File: config.mk
export PLATFORM = sky130hd
export DESIGN_NAME = alu_share_arbiter
export DESIGN_NICKNAME = d
export VERILOG_FILES = /design/src/rtl/alu_share_arbiter_pkg.sv /design/src/rtl/alu_share_arbiter_rr.sv /design/src/rtl/alu_share_arbiter.sv
export SDC_FILE = /design/constraint.sdc
export NUM_CORES = 1
export LEC_CHECK = 0
export ABC_CLOCK_PERIOD_IN_PS = 3800
export CAP_MARGIN = 15
export CORE_AREA = 3 3 170 172
export CTS_BUF_LIST = sky130_fd_sc_hd__clkbuf_8
export DETAILED_ROUTE_END_ITERATION = 16
export DIE_AREA = 0 0 173 175
export GPL_TIMING_DRIVEN = 0
export PLACE_DENSITY = 0.64
export SYNTH_ARGS = -nofsm -noshare
export SYNTH_HDL_FRONTEND = slang
export SYNTH_SLANG_ARGS = --single-unit
File: constraint.sdc
create_clock -name clk -period 3.8 [get_ports clk]
set_input_delay 0.57 -clock clk [delete_from_list [all_inputs] [get_ports clk]]
set_output_delay 0.57 -clock clk [all_outputs]
set_load 0.03 [all_outputs]
File: src/rtl/alu_share_arbiter_pkg.sv
// Shared configuration for the keyed ALU front end: bus widths, opcodes and the idle key.
package alu_share_arbiter_pkg;

  localparam int DEF_KEY_SIZE     = 8;
  localparam int DEF_OPCODE_SIZE  = 4;
  localparam int DEF_OPERAND_SIZE = 32;

  // Key 0 on either side of the ALU means "nothing here this cycle".
  localparam int KEY_IDLE = 0;

  typedef enum logic [DEF_OPCODE_SIZE-1:0] {
    OP_NOP = 4'd0,
    OP_ADD = 4'd1,
    OP_SUB = 4'd2,
    OP_MUL = 4'd3,
    OP_AND = 4'd4,
    OP_OR  = 4'd5,
    OP_XOR = 4'd6
  } alu_op_e;

  function automatic int clientKey(input int n);
    return n + 1;
  endfunction

endpackage

File: src/rtl/alu_share_arbiter_rr.sv
// Round-robin arbiter: grants the first unmasked requester at or above the pointer.
module rr_arbiter
  import alu_share_arbiter_pkg::*;
#(
  parameter int N = 4,
  localparam int IW = (N > 1) ? $clog2(N) : 1
) (
  input  logic          clk,
  input  logic          rst,
  input  logic          clr,
  input  logic          i_en,
  input  logic [N-1:0]  i_req,
  input  logic [N-1:0]  i_mask,
  output logic [N-1:0]  o_grant,
  output logic [IW-1:0] o_idx,
  output logic          o_valid
);

  logic [IW-1:0] r_ptr;
  logic [N-1:0]  w_elig;
  int            w_cand;

  assign w_elig = i_req & ~i_mask;

  always_comb begin
    o_grant = '0;
    o_idx   = '0;
    o_valid = 1'b0;
    w_cand  = 0;
    for (int i = 0; i < N; i++) begin
      w_cand = (int'(r_ptr) + i >= N) ? int'(r_ptr) + i - N : int'(r_ptr) + i;
      if (i_en && !o_valid && w_elig[w_cand]) begin
        o_valid         = 1'b1;
        o_idx           = IW'(w_cand);
        o_grant[w_cand] = 1'b1;
      end
    end
  end

  // Pointer moves just past the winner so it becomes lowest priority next time.
  always_ff @(posedge clk) begin
    if (rst || clr) begin
      r_ptr <= '0;
    end else if (o_valid) begin
      r_ptr <= (o_idx == IW'(N - 1)) ? '0 : o_idx + IW'(1);
    end
  end

endmodule

File: src/rtl/alu_share_arbiter.sv
// Shares one keyed ALU port among NCLIENTS clients; client n issues with key n+1 and
// gets its result routed back by key, with one operation in flight per client.
module alu_share_arbiter
  import alu_share_arbiter_pkg::*;
#(
  parameter int NCLIENTS     = 4,
  parameter int KEY_SIZE     = DEF_KEY_SIZE,
  parameter int OPCODE_SIZE  = DEF_OPCODE_SIZE,
  parameter int OPERAND_SIZE = DEF_OPERAND_SIZE
) (
  input  logic                             clk,
  input  logic                             rst,
  input  logic                             clr,
  input  logic                             en,
  input  logic [NCLIENTS-1:0]              req_i,
  input  logic [NCLIENTS*OPCODE_SIZE-1:0]  op_i,
  input  logic [NCLIENTS*OPERAND_SIZE-1:0] A_i,
  input  logic [NCLIENTS*OPERAND_SIZE-1:0] B_i,
  output logic [NCLIENTS-1:0]              ack_o,
  output logic [NCLIENTS-1:0]              rsp_valid_o,
  output logic [OPERAND_SIZE-1:0]          rsp_O_o,
  output logic [NCLIENTS-1:0]              busy_o,
  output logic [OPCODE_SIZE-1:0]           alu_op_o,
  output logic [KEY_SIZE-1:0]              alu_key_o,
  output logic [OPERAND_SIZE-1:0]          alu_A_o,
  output logic [OPERAND_SIZE-1:0]          alu_B_o,
  input  logic [KEY_SIZE-1:0]              alu_key_i,
  input  logic [OPERAND_SIZE-1:0]          alu_O_i,
  output logic                             err_o
);

  localparam int IW = (NCLIENTS > 1) ? $clog2(NCLIENTS) : 1;

  logic [NCLIENTS-1:0]     r_busy, r_ack, r_rspValid;
  logic [NCLIENTS-1:0]     w_gnt, w_busyNext;
  logic [IW-1:0]           w_gIdx, w_retIdx;
  logic                    w_gValid, w_retHit, w_retBad;
  logic [KEY_SIZE-1:0]     r_key;
  logic [OPCODE_SIZE-1:0]  r_op;
  logic [OPERAND_SIZE-1:0] r_A, r_B, r_rspO;
  logic                    r_err;

  // Masking with r_ack keeps a client from winning again while it drops req after its ack.
  rr_arbiter #(.N(NCLIENTS)) u_arb (
    .clk     (clk),
    .rst     (rst),
    .clr     (clr),
    .i_en    (en & ~clr),
    .i_req   (req_i),
    .i_mask  (r_busy | r_ack),
    .o_grant (w_gnt),
    .o_idx   (w_gIdx),
    .o_valid (w_gValid)
  );

  always_comb begin
    w_retHit = 1'b0;
    w_retBad = 1'b0;
    w_retIdx = '0;
    if (alu_key_i != KEY_SIZE'(KEY_IDLE)) begin
      if (alu_key_i > KEY_SIZE'(NCLIENTS)) begin
        w_retBad = 1'b1;
      end else begin
        w_retIdx = IW'(alu_key_i - KEY_SIZE'(1));
        w_retHit = r_busy[w_retIdx] & ~clr;
      end
    end
  end

  // A return and a grant never touch the same client, since grants require ~busy.
  always_comb begin
    w_busyNext = r_busy;
    if (w_retHit) w_busyNext[w_retIdx] = 1'b0;
    w_busyNext = w_busyNext | w_gnt;
    if (clr) w_busyNext = '0;
  end

  always_ff @(posedge clk) begin
    if (rst) begin
      r_busy     <= '0;
      r_ack      <= '0;
      r_rspValid <= '0;
      r_key      <= '0;
      r_op       <= '0;
      r_A        <= '0;
      r_B        <= '0;
      r_rspO     <= '0;
      r_err      <= 1'b0;
    end else begin
      r_busy     <= w_busyNext;
      r_ack      <= w_gnt;
      r_rspValid <= '0;
      if (w_gValid) begin
        r_key <= KEY_SIZE'(w_gIdx) + KEY_SIZE'(1);
        r_op  <= op_i[w_gIdx*OPCODE_SIZE +: OPCODE_SIZE];
        r_A   <= A_i[w_gIdx*OPERAND_SIZE +: OPERAND_SIZE];
        r_B   <= B_i[w_gIdx*OPERAND_SIZE +: OPERAND_SIZE];
      end else begin
        r_key <= KEY_SIZE'(KEY_IDLE);
      end
      if (w_retHit) begin
        r_rspValid[w_retIdx] <= 1'b1;
        r_rspO               <= alu_O_i;
      end
      if (w_retBad) r_err <= 1'b1;
    end
  end

  assign ack_o       = r_ack;
  assign rsp_valid_o = r_rspValid;
  assign rsp_O_o     = r_rspO;
  assign busy_o      = r_busy;
  assign alu_op_o    = r_op;
  assign alu_key_o   = r_key;
  assign alu_A_o     = r_A;
  assign alu_B_o     = r_B;
  assign err_o       = r_err;

endmodule

==> flow_summary.json <==
{
  "cts_max_level": 4,
  "arrival_ns": 3.91,
  "synth_xor_area_frac": 0.00117,
  "synth_edf_count": 0,
  "clock_latency_ns": 0.45,
  "grt_overflow": 0,
  "end_kind": "flop",
  "setup_violations": 0,
  "ios": 441,
  "grt_pass1_vias": 9045,
  "tritoncts": "yes",
  "port_buffers": 434,
  "synth.yosys.seq_area_share": 0.315,
  "yosysMostFrequentCell": "nand2_1",
  "crit_family": "compound AO/OA/AOI/OAI gates",
  "drtIter0Drc": 724,
  "cts_buffers": 17,
  "area_delta_synth_final_pct": 71.3,
  "grt_usage": 0.226,
  "peakVddDrop_mv": 0.195,
  "synth_area_leaders": "dfxtp_1 32%, mux2i_1 14%, a221oi_1 8.0%",
  "wl_per_cell_um": 21.1,
  "worst_pin_slew_ns": 1.18,
  "place.gp.congestion": 0.874,
  "start_util": 0.271,
  "ys.flop_type": "dfxtp_1",
  "netlist_top_cells_count": "147 x nand2_1, 118 x dfxtp_1, 104 x mux2i_1, 74 x o21ai_0",
  "synthAdderAreaFrac": 0.0167,
  "totalWireLength_mm": 36.5,
  "syn_inst": 880,
  "synth_cell_type_count": 58,
  "timing.setup.tns_ns": 0,
  "detail_route.first_pass.iterations": 6,
  "antenna_found_initial": 1,
  "fillCellCount": 2757,
  "drive_above_1_share": 0.0919,
  "ys_seq_elements": 118,
  "clkTransAtPathRegs_ns": 0.09,
  "finalHoldViolCount": 0,
  "die_area_mm2": 0.0303,
  "fin_skew_ns": 0.0144,
  "synth_top_area_frac": 0.315,
  "root_buffer": "clkbuf_8",
  "p_leak_uw": 0.00500,
  "post_drt_via_cell_ratio": 5.34,
  "synth_top_family_by_area": "compound AO/OA/AOI/OAI gates",
  "yosys.area_share.simple": 0.195,
  "synth_warnings": 0,
  "utilization": 0.464,
  "floorplan.rows": 61,
  "die_w_um": 173,
  "rsz0062_at_grt": "false",
  "power.density_mw_per_mm2": 285,
  "ctsHoldBuffers": 0,
  "status": "finished, final reports clean",
  "path_common_cell": "buf_2",
  "die_h_um": 175,
  "route.detailed.drc": 0,
  "period_needed_ns": 3.59,
  "clock-sinks": 118,
  "cp_max_fo": 10,
  "final-max-slew-violation-count": 0,
  "crit_path_start_kind": "flop",
  "holdWs_ns": 0.434,
  "worstPathCellList": "clkbuf_4, inv_1, ha_1, buf_6, or4b_1, o22ai_2, nand2_1, a22o_1, buf_2, buf_2, a221oi_1, o221ai_2",
  "fmax_mhz": 279,
  "slew_headroom": 0.204,
  "fin_nets": 1667,
  "dp.final_hpwl_mm": 28.2,
  "critical_path_class": "reg -> reg",
  "cap_violations": 0,
  "synth_compound_area_frac": 0.257,
  "async_flop_share": 0,
  "cp.required_ns": 4.13,
  "crit_slowest_cell": "or4b_1",
  "ant_nets": 0,
  "yosys.area.top_type": "dfxtp_1",
  "muxShareOfSynthArea": 0.148,
  "syn_area_mm2": 0.00749,
  "syn_avg_cell_area_um2": 8.51,
  "clockBufferDepth": 2,
  "finalCritPeriodShare": 0.944,
  "vias": 9237,
  "cpPeakStageDelay_ns": 0.55,
  "path_buf_inv": 5,
  "hold_class": "in -> reg",
  "grt_max_degree": 17,
  "coreArea_mm2": 0.0276,
  "grt_pass1_wl_mm": 54.3
}
-- logic make-up after synthesis --
family,Yosys count
AND/OR/NAND/NOR,293
AO/OA/AOI/OAI,242
flip-flops,118
buffers and inverters,108
multiplexers,107
adder cells (fa/ha/maj),10
other,1
XOR/XNOR,1
-- layer usage --
metal | global-route usage | vias up | routed length [um]
li1 | - | 4335 | -
met1 | 0.270 | 4407 | 14600
met2 | 0.405 | 455 | 18300
met3 | 0.0548 | 40 | 2860
met4 | 0.0642 | 0 | 743
met5 | 0 | - | 0
-- stage by stage --
stage | instances | total power, uW | worst slack [ns] | area, um^2
after floorplan | 884 | 1800 | 0.575 | 7510
after detailed placement | 1696 | 2390 | -0.727 | 12300
after CTS | 1728 | 3690 | 0.00742 | 12800
final | 1729 | 3650 | 0.211 | 12800
after global placement | 1696 | 2380 | -0.690 | 12300
after global routing | 1729 | 3810 | 0.0360 | 12800
-- power by group --
group	switching [uW]	internal (uW)
clock network	663	612
logic	504	552
registers	33.1	1290
total	1200	2450
-- what timing repair did --
| action | CTS | global route |
|---|---|---|
| setup buffers | 1 | 0 |
| pin swaps | 1 | 0 |
| setup endpoints to repair | 73 | 70 |
| endpoints found under the hold margin | 0 | 0 |
| gates resized for setup | 11 | 31 |
-- worst paths after layout --
kind	cells after the start	end	slack (ns)	from
hold / removal	2	busy_o[2]$_SDFF_PP0_	0.43	clr
hold reg to reg	2	alu_B_o[1]$_SDFFE_PP0P_	0.46	alu_B_o[1]$_SDFFE_PP0P_
setup / recovery	12	alu_A_o[23]$_SDFFE_PP0P_	0.21	u_arb.r_ptr[0]$_SDFFE_PP0P_
setup reg to reg	12	alu_A_o[23]$_SDFFE_PP0P_	0.21	u_arb.r_ptr[0]$_SDFFE_PP0P_
-- layout by cell type (no fill, tap or decap), types with 3 or more instances in the layout --
cell / Yosys / routed
o21ai_0: 74 / 74
nand2_1: 147 / 146
ha_1: 10 / 10
buf_2: 21 / 17
clkbuf_4: 0 / 3
a21oi_1: 10 / 10
clkbuf_1: 58 / 45
nor3_1: 7 / 7
nand4_1: 68 / 68
buf_1: 8 / 8
inv_6: 0 / 4
inv_8: 0 / 4
dfxtp_1: 118 / 117
clkbuf_2: 0 / 10
o221ai_2: 20 / 20
clkdlybuf4s50_1: 0 / 434
mux2i_1: 104 / 102
nor4b_2: 2 / 3
buf_4: 9 / 13
a222oi_1: 4 / 4
o221ai_1: 48 / 48
nor2_1: 41 / 41
buf_6: 5 / 5
clkinv_4: 0 / 3
inv_1: 7 / 7
clkbuf_8: 0 / 17
conb_1: 1 / 5
a311oi_1: 3 / 3
a221oi_1: 68 / 66
-- area by class of cell --
| cell class | instances | area, um^2 | share of cell area |
|---|---|---|---|
| sequential | 118 | 2360 | 0.184 |
| multi-input combinational | 658 | 4690 | 0.366 |
| clock inverter | 15 | 181 | 0.0141 |
| clock buffer | 17 | 234 | 0.0182 |
| timing repair buffer | 435 | 4350 | 0.339 |
| tap | 378 | 473 | 0.0369 |
| antenna | 1 | 2.50 | 0.000195 |
| inverter | 7 | 26.3 | 0.00205 |
| buffer | 100 | 503 | 0.0392 |
-- state kept, by name (all words and copies together), names as in the netlist --
name / count
err_o: 1
busy_o: 4
alu_key_o: 3
rsp_O_o: 32
ack_o: 4
alu_op_o: 4
alu_B_o: 32
rsp_valid_o: 4
alu_A_o: 32
u_arb.r_ptr: 2
Power figures use the tool's default switching activity.
